--- src/rtl/fu_mult.sv ---
// Pipelined integer multiplier unit (MUL/MULH/MULHSU/MULHU) feeding the CDB.
// Ports: clock/reset (sync, active-high), RS issue (in_*), squash flush,
// avail to the RS, and a CDB request/grant handshake (cdb_*).
`timescale 1ns/1ps
module fu_mult #(
  parameter int XLEN   = 32,
  parameter int STAGES = 4,
  parameter int PRN_W  = 6,
  parameter int ROBN_W = 5
) (
  input  logic              clock,
  input  logic              reset,
  input  logic              in_valid,
  input  logic [1:0]        in_func,
  input  logic [XLEN-1:0]   in_op1,
  input  logic [XLEN-1:0]   in_op2,
  input  logic [PRN_W-1:0]  in_dest_prn,
  input  logic [ROBN_W-1:0] in_robn,
  input  logic              squash,
  input  logic              cdb_grant,
  output logic              avail,
  output logic              cdb_req,
  output logic [XLEN-1:0]   cdb_value,
  output logic [PRN_W-1:0]  cdb_dest_prn,
  output logic [ROBN_W-1:0] cdb_robn
);

  localparam int PW   = 2 * XLEN;
  localparam int CW   = (PW + STAGES - 1) / STAGES;
  localparam int LAST = STAGES - 1;

  localparam logic [1:0] F_MUL    = 2'd0;
  localparam logic [1:0] F_MULH   = 2'd1;
  localparam logic [1:0] F_MULHSU = 2'd2;

  // acc holds the sum of the chunks consumed so far; mcand is op1
  // pre-shifted to the next chunk's weight; mplier holds unconsumed op2.
  typedef struct packed {
    logic              valid;
    logic [1:0]        func;
    logic [PRN_W-1:0]  prn;
    logic [ROBN_W-1:0] robn;
    logic [PW-1:0]     acc;
    logic [PW-1:0]     mcand;
    logic [PW-1:0]     mplier;
  } slot_t;

  slot_t slot [STAGES];
  slot_t nxt  [STAGES];

  logic [STAGES-1:0] adv;
  logic              hole;
  logic              accept;
  logic              sgn1;
  logic              sgn2;
  logic [PW-1:0]     a;
  logic [PW-1:0]     b;

  function automatic logic [PW-1:0] pp(
    input logic [PW-1:0] m,
    input logic [CW-1:0] c
  );
    return m * {{(PW-CW){1'b0}}, c};
  endfunction

  // A slot may move when some later slot is empty or the tail is granted.
  always_comb begin
    adv  = '0;
    hole = !slot[LAST].valid || cdb_grant;
    adv[LAST] = hole;
    for (int i = LAST - 1; i >= 0; i--) begin
      hole   = hole || !slot[i+1].valid;
      adv[i] = hole;
    end
  end

  assign avail  = !slot[0].valid || adv[0];
  assign accept = in_valid && avail && !squash;

  // Signed operands are extended to 2*XLEN so a plain modular product of
  // the extended values yields the correct high half for every variant.
  always_comb begin
    sgn1 = (in_func == F_MULH) || (in_func == F_MULHSU);
    sgn2 = (in_func == F_MULH);
    a = {{XLEN{sgn1 & in_op1[XLEN-1]}}, in_op1};
    b = {{XLEN{sgn2 & in_op2[XLEN-1]}}, in_op2};
    nxt[0] = '0;
    if (accept) begin
      nxt[0].valid  = 1'b1;
      nxt[0].func   = in_func;
      nxt[0].prn    = in_dest_prn;
      nxt[0].robn   = in_robn;
      nxt[0].acc    = pp(a, b[CW-1:0]);
      nxt[0].mcand  = a << CW;
      nxt[0].mplier = b >> CW;
    end
    for (int i = 1; i < STAGES; i++) begin
      nxt[i]        = slot[i-1];
      nxt[i].acc    = slot[i-1].acc
                    + pp(slot[i-1].mcand, slot[i-1].mplier[CW-1:0]);
      nxt[i].mcand  = slot[i-1].mcand << CW;
      nxt[i].mplier = slot[i-1].mplier >> CW;
    end
  end

  always_ff @(posedge clock) begin
    if (reset) begin
      for (int i = 0; i < STAGES; i++)
        slot[i] <= '0;
    end else begin
      for (int i = 0; i < STAGES; i++)
        if (adv[i]) slot[i] <= nxt[i];
      if (squash)
        for (int i = 0; i < STAGES; i++)
          slot[i].valid <= 1'b0;
    end
  end

  assign cdb_req = slot[LAST].valid;

  always_comb begin
    cdb_value    = '0;
    cdb_dest_prn = '0;
    cdb_robn     = '0;
    if (cdb_req) begin
      cdb_dest_prn = slot[LAST].prn;
      cdb_robn     = slot[LAST].robn;
      if (slot[LAST].func == F_MUL)
        cdb_value = slot[LAST].acc[XLEN-1:0];
      else
        cdb_value = slot[LAST].acc[PW-1:XLEN];
    end
  end

endmodule

--- config.mk ---
export PLATFORM = sky130hd
export DESIGN_NAME = fu_mult
export DESIGN_NICKNAME = d
export VERILOG_FILES = /design/src/rtl/fu_mult.sv
export SDC_FILE = /design/constraint.sdc
export NUM_CORES = 2
export LEC_CHECK = 0
export ABC_AREA = 1
export CAP_MARGIN = 10
export CELL_PAD_IN_SITES_DETAIL_PLACEMENT = 1
export CELL_PAD_IN_SITES_GLOBAL_PLACEMENT = 2
export CORE_UTILIZATION = 43
export CTS_BUF_LIST = sky130_fd_sc_hd__clkbuf_4 sky130_fd_sc_hd__clkbuf_8
export DETAILED_ROUTE_END_ITERATION = 10
export PLACE_DENSITY = 0.87
export SYNTH_ARGS = -nofsm -noshare
export SYNTH_HDL_FRONTEND = slang
export SYNTH_SLANG_ARGS = --single-unit
--- constraint.sdc ---
create_clock -name clock -period 12.1 [get_ports clock]
set_clock_uncertainty 0.1 [all_clocks]
set_input_delay 2.42 -clock clock [delete_from_list [all_inputs] [get_ports clock]]
set_output_delay 2.42 -clock clock [all_outputs]
set_load 0.02 [all_outputs]
Word-level counts from Yosys, hierarchy flattened
Memories as Yosys holds them, arrays and structs flattened. Cells that the tools add are included.

Output and inout bits: 45. Bits in writable memories: 824. Input port bits: 82. Word-level logic and storage cells: 64. Latch bits: 0. Register bits: 0. ROM bits: 0. Memories kept: 1.

Multiplexer cells: 30. Reductions and logical operators: 14. $lt $le $gt $ge: 0. Bitwise gates (word level): 10. Shift operators: 0. Divide/modulo/power cells: 0. Add/subtract/negate cells: 3. Eq/ne operators: 2. Multipliers: 4.

Memories: slot (words 4, width 206, rd ports 4, clocked after memory_dff 0, write ports 4, RTL line 48) `slot_t slot [STAGES];`.

Operators by type and width (number): two-way mux 206 bit (5); adder 64 bit (3); multiplier 64 x 16 -> 64 bit (3); two-way mux 32 bit (2); multiplier 33 x 17 -> 50 bit (1); two-way mux 1 bit (21); bitwise OR 1 bit (8); logical OR 1 bit (6); two-way mux 6 bit (1); zero test 1 bit (5); two-way mux 5 bit (1); bitwise AND 1 bit (2); equality test 2 x 1 -> 1 bit (second input constant) (1); equality test 2 bit (second input constant) (1); logical AND 1 bit (2); zero test 2 bit (1).

Longest topological paths before layout
An unclocked memory read counts as a cell.

Depth in word-level cells: 12. Mapped depth: 32. Depth with buffers taken out: 30.

Worst setup path after synthesis
No wires, ideal clock.

Path kind: input to register. Start point: in in_func[1]. End point: mem slot[0][169] in the netlist's numbering (data pin). Path buffers: 1. Slack: 3.989 ns. Cell stages on the path: 24. Arrival: 7.753 ns. Data required time: 11.741 ns. Path through: inv_1 > ha_1 > clkbuf_1 > nor2_1 > inv_1 > fa_1 > fa_1 > inv_1 > fa_1 > inv_1 > fa_1 > inv_1 > fa_1 > inv_1 > fa_1 > inv_1 > ha_1 > nand2_1 > nor2_1 > nand2_1 > nor3_1 > nand3_1 > nand4_1 > a21oi_1.

RTL lines: start: declaration (RTL line 14) `input logic [1:0] in_func,`; end: declaration (RTL line 48).

==> results summary <==
The sum of negative setup slack came out at 0 ns. In the routed design, unresolved DRC markers number 0. The number of distinct standard cells referenced by the synthesized netlist came out at 43. Buffers placed on the I/O ports in this run total 126.

The critical path is of the primary input to flop type. The leakage power summed over all cells came out at 44.2 nW. The number of max-capacitance violations reported is 0. The standard-cell row count is 150. Headroom to the max-slew limit came out at 0.237. The path class of the tightest hold or removal check is flop to flop. STA classifies the critical path endpoint as a flop.

The count of final setup violators came out at 0. The synthesized cell area came out at around 73,000 µm². The number of antenna violations at the first check in global routing came out at 1. The biggest area contributor in the post-synthesis netlist is sky130_fd_sc_hd__fa_1. The clock tree from TritonCTS is yes. The number of global-route vias before repair was 65,501. The net total in the final layout came out at between 10,000 and 15,000. The final estimated routing congestion in global placement is 0.933. Buffers added to address setup during post-CTS repair amount to 0. Summed over all layers, the global routing overflow is 0. The layout overhead on the synthesized area is 7.17%.

The post-synthesis cell count is slightly above 9,000. Wires add up to ~230 mm. The number of top-level design ports came out at 127. STA puts the critical path data required time at around 12 ns. The number of clock sinks came out at 398. The multi-input combinational cell area came out at 49,200 µm². The register cell area after layout came out at 11,900 µm². The worst hold path depth came out at 2.

The flip-flop count of the largest register after layout is approximately 400. The vias per cell is just under 5. For the pin with the worst max-slew slack, the measured transition is 1.14 ns.

The area share of the largest cell type after synthesis came out at 0.373. The cell count after placement came out at roughly 11,000. The count of final hold-check violations is 0. The core outline area is 168,000 µm². Setup repair after global routing left no endpoint under its margin. The number of DRC violations after detailed-routing iteration 0 came out at about 3,000. The clock period minus final worst setup slack is ~9.2 ns. Among all flip-flop cells after synthesis, the most frequent one is sky130_fd_sc_hd__edfxtp_1. The wire length of the first global-routing pass is 368 mm. Of all flip-flops after synthesis, the portion carrying an async set or reset was 0.

The number of warnings issued by yosys came out at 0. No sink is reached through more buffers than the 3 on the longest clock path. The die height is around 410 µm. The first detailed-routing pass took 5 iterations.

Counting the fill cells in the layout gives 20,751. The share of the Yosys chip area taken by registers is 0.163. The estimated wirelength of the detail-placed design is 194 mm. The total cell area at the placement stage came out at 76,500 µm². The insertion delay to the later sink of the worst-skew pair came out at 0.78 ns. The count of cells resized by post-cts repair is 0. The flip-flop and latch count after synthesis is between 300 and 400. For the worst setup path, the data arrival time is 9.49 ns. The detail route stage leaves a number of antenna-violating nets equal to 0. The overall fraction of global-route tracks in use came out at 0.275. The worst reg-to-reg path cell count came out at 20. The total via count in the routed design is 57,376. slot holds more flip-flops than any other register.

The ratio of cells with drive above 1 in the final layout is 0.0229. The post-synthesis area per instance came out at 7.82 µm². In the finished design, the share of the clock period the worst path needs comes to 0.756. The power per cell area is roughly 200 nW/µm². The number of buffers inserted by hold repair at cts came out at 0. Entering global routing, the biggest net connects just over 70 pins.

Ranked by total cell area, the synthesized netlist is headed by sky130_fd_sc_hd__fa_1 37%, sky130_fd_sc_hd__edfxtp_1 16%, sky130_fd_sc_hd__inv_1 15%. The flow ran to the end, and the final reports show no timing, DRC or antenna violations. Of all nets on the critical path, the largest fanout is 11. The final design area excluding fillers is 78,200 µm². The die is 414 µm wide. The average wire length per cell after detail routing is 19.8 µm.

The clock tree synthesis step divided the H-tree into 3 levels. In this run, synthesis inferred 396 flip-flops with an integrated enable. STA classifies the critical path startpoint as a primary input. Clock tree synthesis selected as its root buffer the cell sky130_fd_sc_hd__clkbuf_8.

The die footprint is 171,000 µm². The number of slew-limit violations in the final report is 0. The fmax is roughly 110 MHz. The initial utilization of the core area, before any placement, comes to 0.435. The highest ir drop seen on vdd is 0.384 mV. In the final layout, the registers with the most flip-flops are slot x398. The post-CTS clock slew at the launch and capture registers of the worst setup and hold paths came out at 0.06 ns.

The number of standard cells in the layout, taps in and fillers out is 11,625. The TritonCTS buffer count is 80.
## cells in the final DEF, fill, tap and decap left out, types with 83 or more instances in the layout
cell type                         Yosys  final
sky130_fd_sc_hd__nand3_1            191    190
sky130_fd_sc_hd__conb_1               2     83
sky130_fd_sc_hd__clkdlybuf4s50_1      0    123
sky130_fd_sc_hd__o21ai_0            175    175
sky130_fd_sc_hd__fa_1              1359   1359
sky130_fd_sc_hd__a21oi_1            316    316
sky130_fd_sc_hd__ha_1               411    411
sky130_fd_sc_hd__edfxtp_1           396    396
sky130_fd_sc_hd__inv_1             2915   2914
sky130_fd_sc_hd__nor2_1             730    728
sky130_fd_sc_hd__nand2_1           2258   2255
## cell usage after synthesis (6+ instances only)
library cell and instances:
sky130_fd_sc_hd__inv_1 2915, sky130_fd_sc_hd__nand2_1 2258, sky130_fd_sc_hd__fa_1 1359, sky130_fd_sc_hd__nor2_1 730, sky130_fd_sc_hd__ha_1 411, sky130_fd_sc_hd__edfxtp_1 396, sky130_fd_sc_hd__a21oi_1 316, sky130_fd_sc_hd__clkbuf_1 294
sky130_fd_sc_hd__nand3_1 191, sky130_fd_sc_hd__o21ai_0 175, sky130_fd_sc_hd__nand4_1 45, sky130_fd_sc_hd__o21bai_1 35, sky130_fd_sc_hd__nor3_1 31, sky130_fd_sc_hd__o21a_1 30, sky130_fd_sc_hd__buf_2 22, sky130_fd_sc_hd__xor2_1 22
sky130_fd_sc_hd__xnor2_1 19, sky130_fd_sc_hd__nand3b_1 13, sky130_fd_sc_hd__a21o_1 12, sky130_fd_sc_hd__or2_2 9, sky130_fd_sc_hd__buf_6 6, sky130_fd_sc_hd__nor4_1 6
## metal layers
layer | global-route usage | wire length (µm) | part of all wire
met1 | 0.350 | 98900 | 0.43
met2 | 0.498 | 117000 | 0.51
met3 | 0.0242 | 7770 | 0.034
met4 | 0.0761 | 6340 | 0.028
met5 | 0 | 0 | 0
## where the power goes
group / switching, mW / internal (mW) / total [mW]
registers: 0.0816 / 1.71 / 1.79
logic: 8.39 / 4.03 / 12.4
clock network: 0.699 / 0.845 / 1.54
## logic make-up (layout without fill, tap and decap cells)
group | Yosys count | in the layout | share of synthesized area
AOI/OAI and AO/OA | 589 | 589 | 0.0437
xor gates and xnor gates | 41 | 41 | 0.00492
adders and majority gates | 1770 | 1770 | 0.443
buffers and inverters | 3245 | 3244 | 0.168
DFF | 398 | 398 | 0.163
other | 2 | 85 | 0.000103
and+or+nand+nor | 3294 | 3294 | 0.177
## final timing paths
| path | slack, ns | startpoint | to |
|---|---|---|---|
| setup reg to reg | 5.07 | slot[0][127] | slot[1][189] |
| hold reg to reg | 0.43 | slot[1][142] | slot[2][142] |
| setup / recovery | 2.95 | in_func[1] | slot[0][165] |
| hold / removal | 0.43 | slot[1][142] | slot[2][142] |
## through the flow
step                setup slack, ns  power (mW)  hold WS [ns]  utilization
global placement               2.22        13.9         0.422        0.456
global route                   2.61        17.5         0.452        0.466
CTS                            3.05        15.8         0.421        0.466
detailed placement             2.24        14.2         0.434        0.456
floorplan                      3.99        10.1         0.419            -
finish                         2.95        15.8         0.431        0.466
## final cells by class
class | count | share of cell area
sequential | 398 | 0.152
clock buffer | 99 | 0.0159
multi-input combinational | 5777 | 0.628
antenna | 2 | 0.0000640
timing repair buffer | 187 | 0.0220
tap | 2204 | 0.0352
clock inverter | 40 | 0.00596
inverter | 2918 | 0.140
## worst max-delay path: stages
cell and delay [ns]:
sky130_fd_sc_hd__clkdlybuf4s50_1 0.45, sky130_fd_sc_hd__inv_1 0.05, sky130_fd_sc_hd__ha_1 0.59, sky130_fd_sc_hd__nor2_1 0.22
sky130_fd_sc_hd__buf_4 0.17, sky130_fd_sc_hd__nand2_1 0.11, sky130_fd_sc_hd__fa_1 0.54, sky130_fd_sc_hd__inv_1 0.06
sky130_fd_sc_hd__fa_1 0.54, sky130_fd_sc_hd__inv_1 0.06, sky130_fd_sc_hd__fa_1 0.50, sky130_fd_sc_hd__inv_1 0.06
sky130_fd_sc_hd__fa_1 0.52, sky130_fd_sc_hd__fa_1 0.50, sky130_fd_sc_hd__inv_1 0.05, sky130_fd_sc_hd__fa_1 0.48
sky130_fd_sc_hd__inv_1 0.04, sky130_fd_sc_hd__ha_1 0.44, sky130_fd_sc_hd__nand2_1 0.17, sky130_fd_sc_hd__nor2_1 0.29
sky130_fd_sc_hd__nand2_1 0.18, sky130_fd_sc_hd__nor3_1 0.40, sky130_fd_sc_hd__nand3_1 0.34, sky130_fd_sc_hd__nand4_1 0.19
sky130_fd_sc_hd__a21oi_1 0.10
Power figures use the tool's default switching activity.
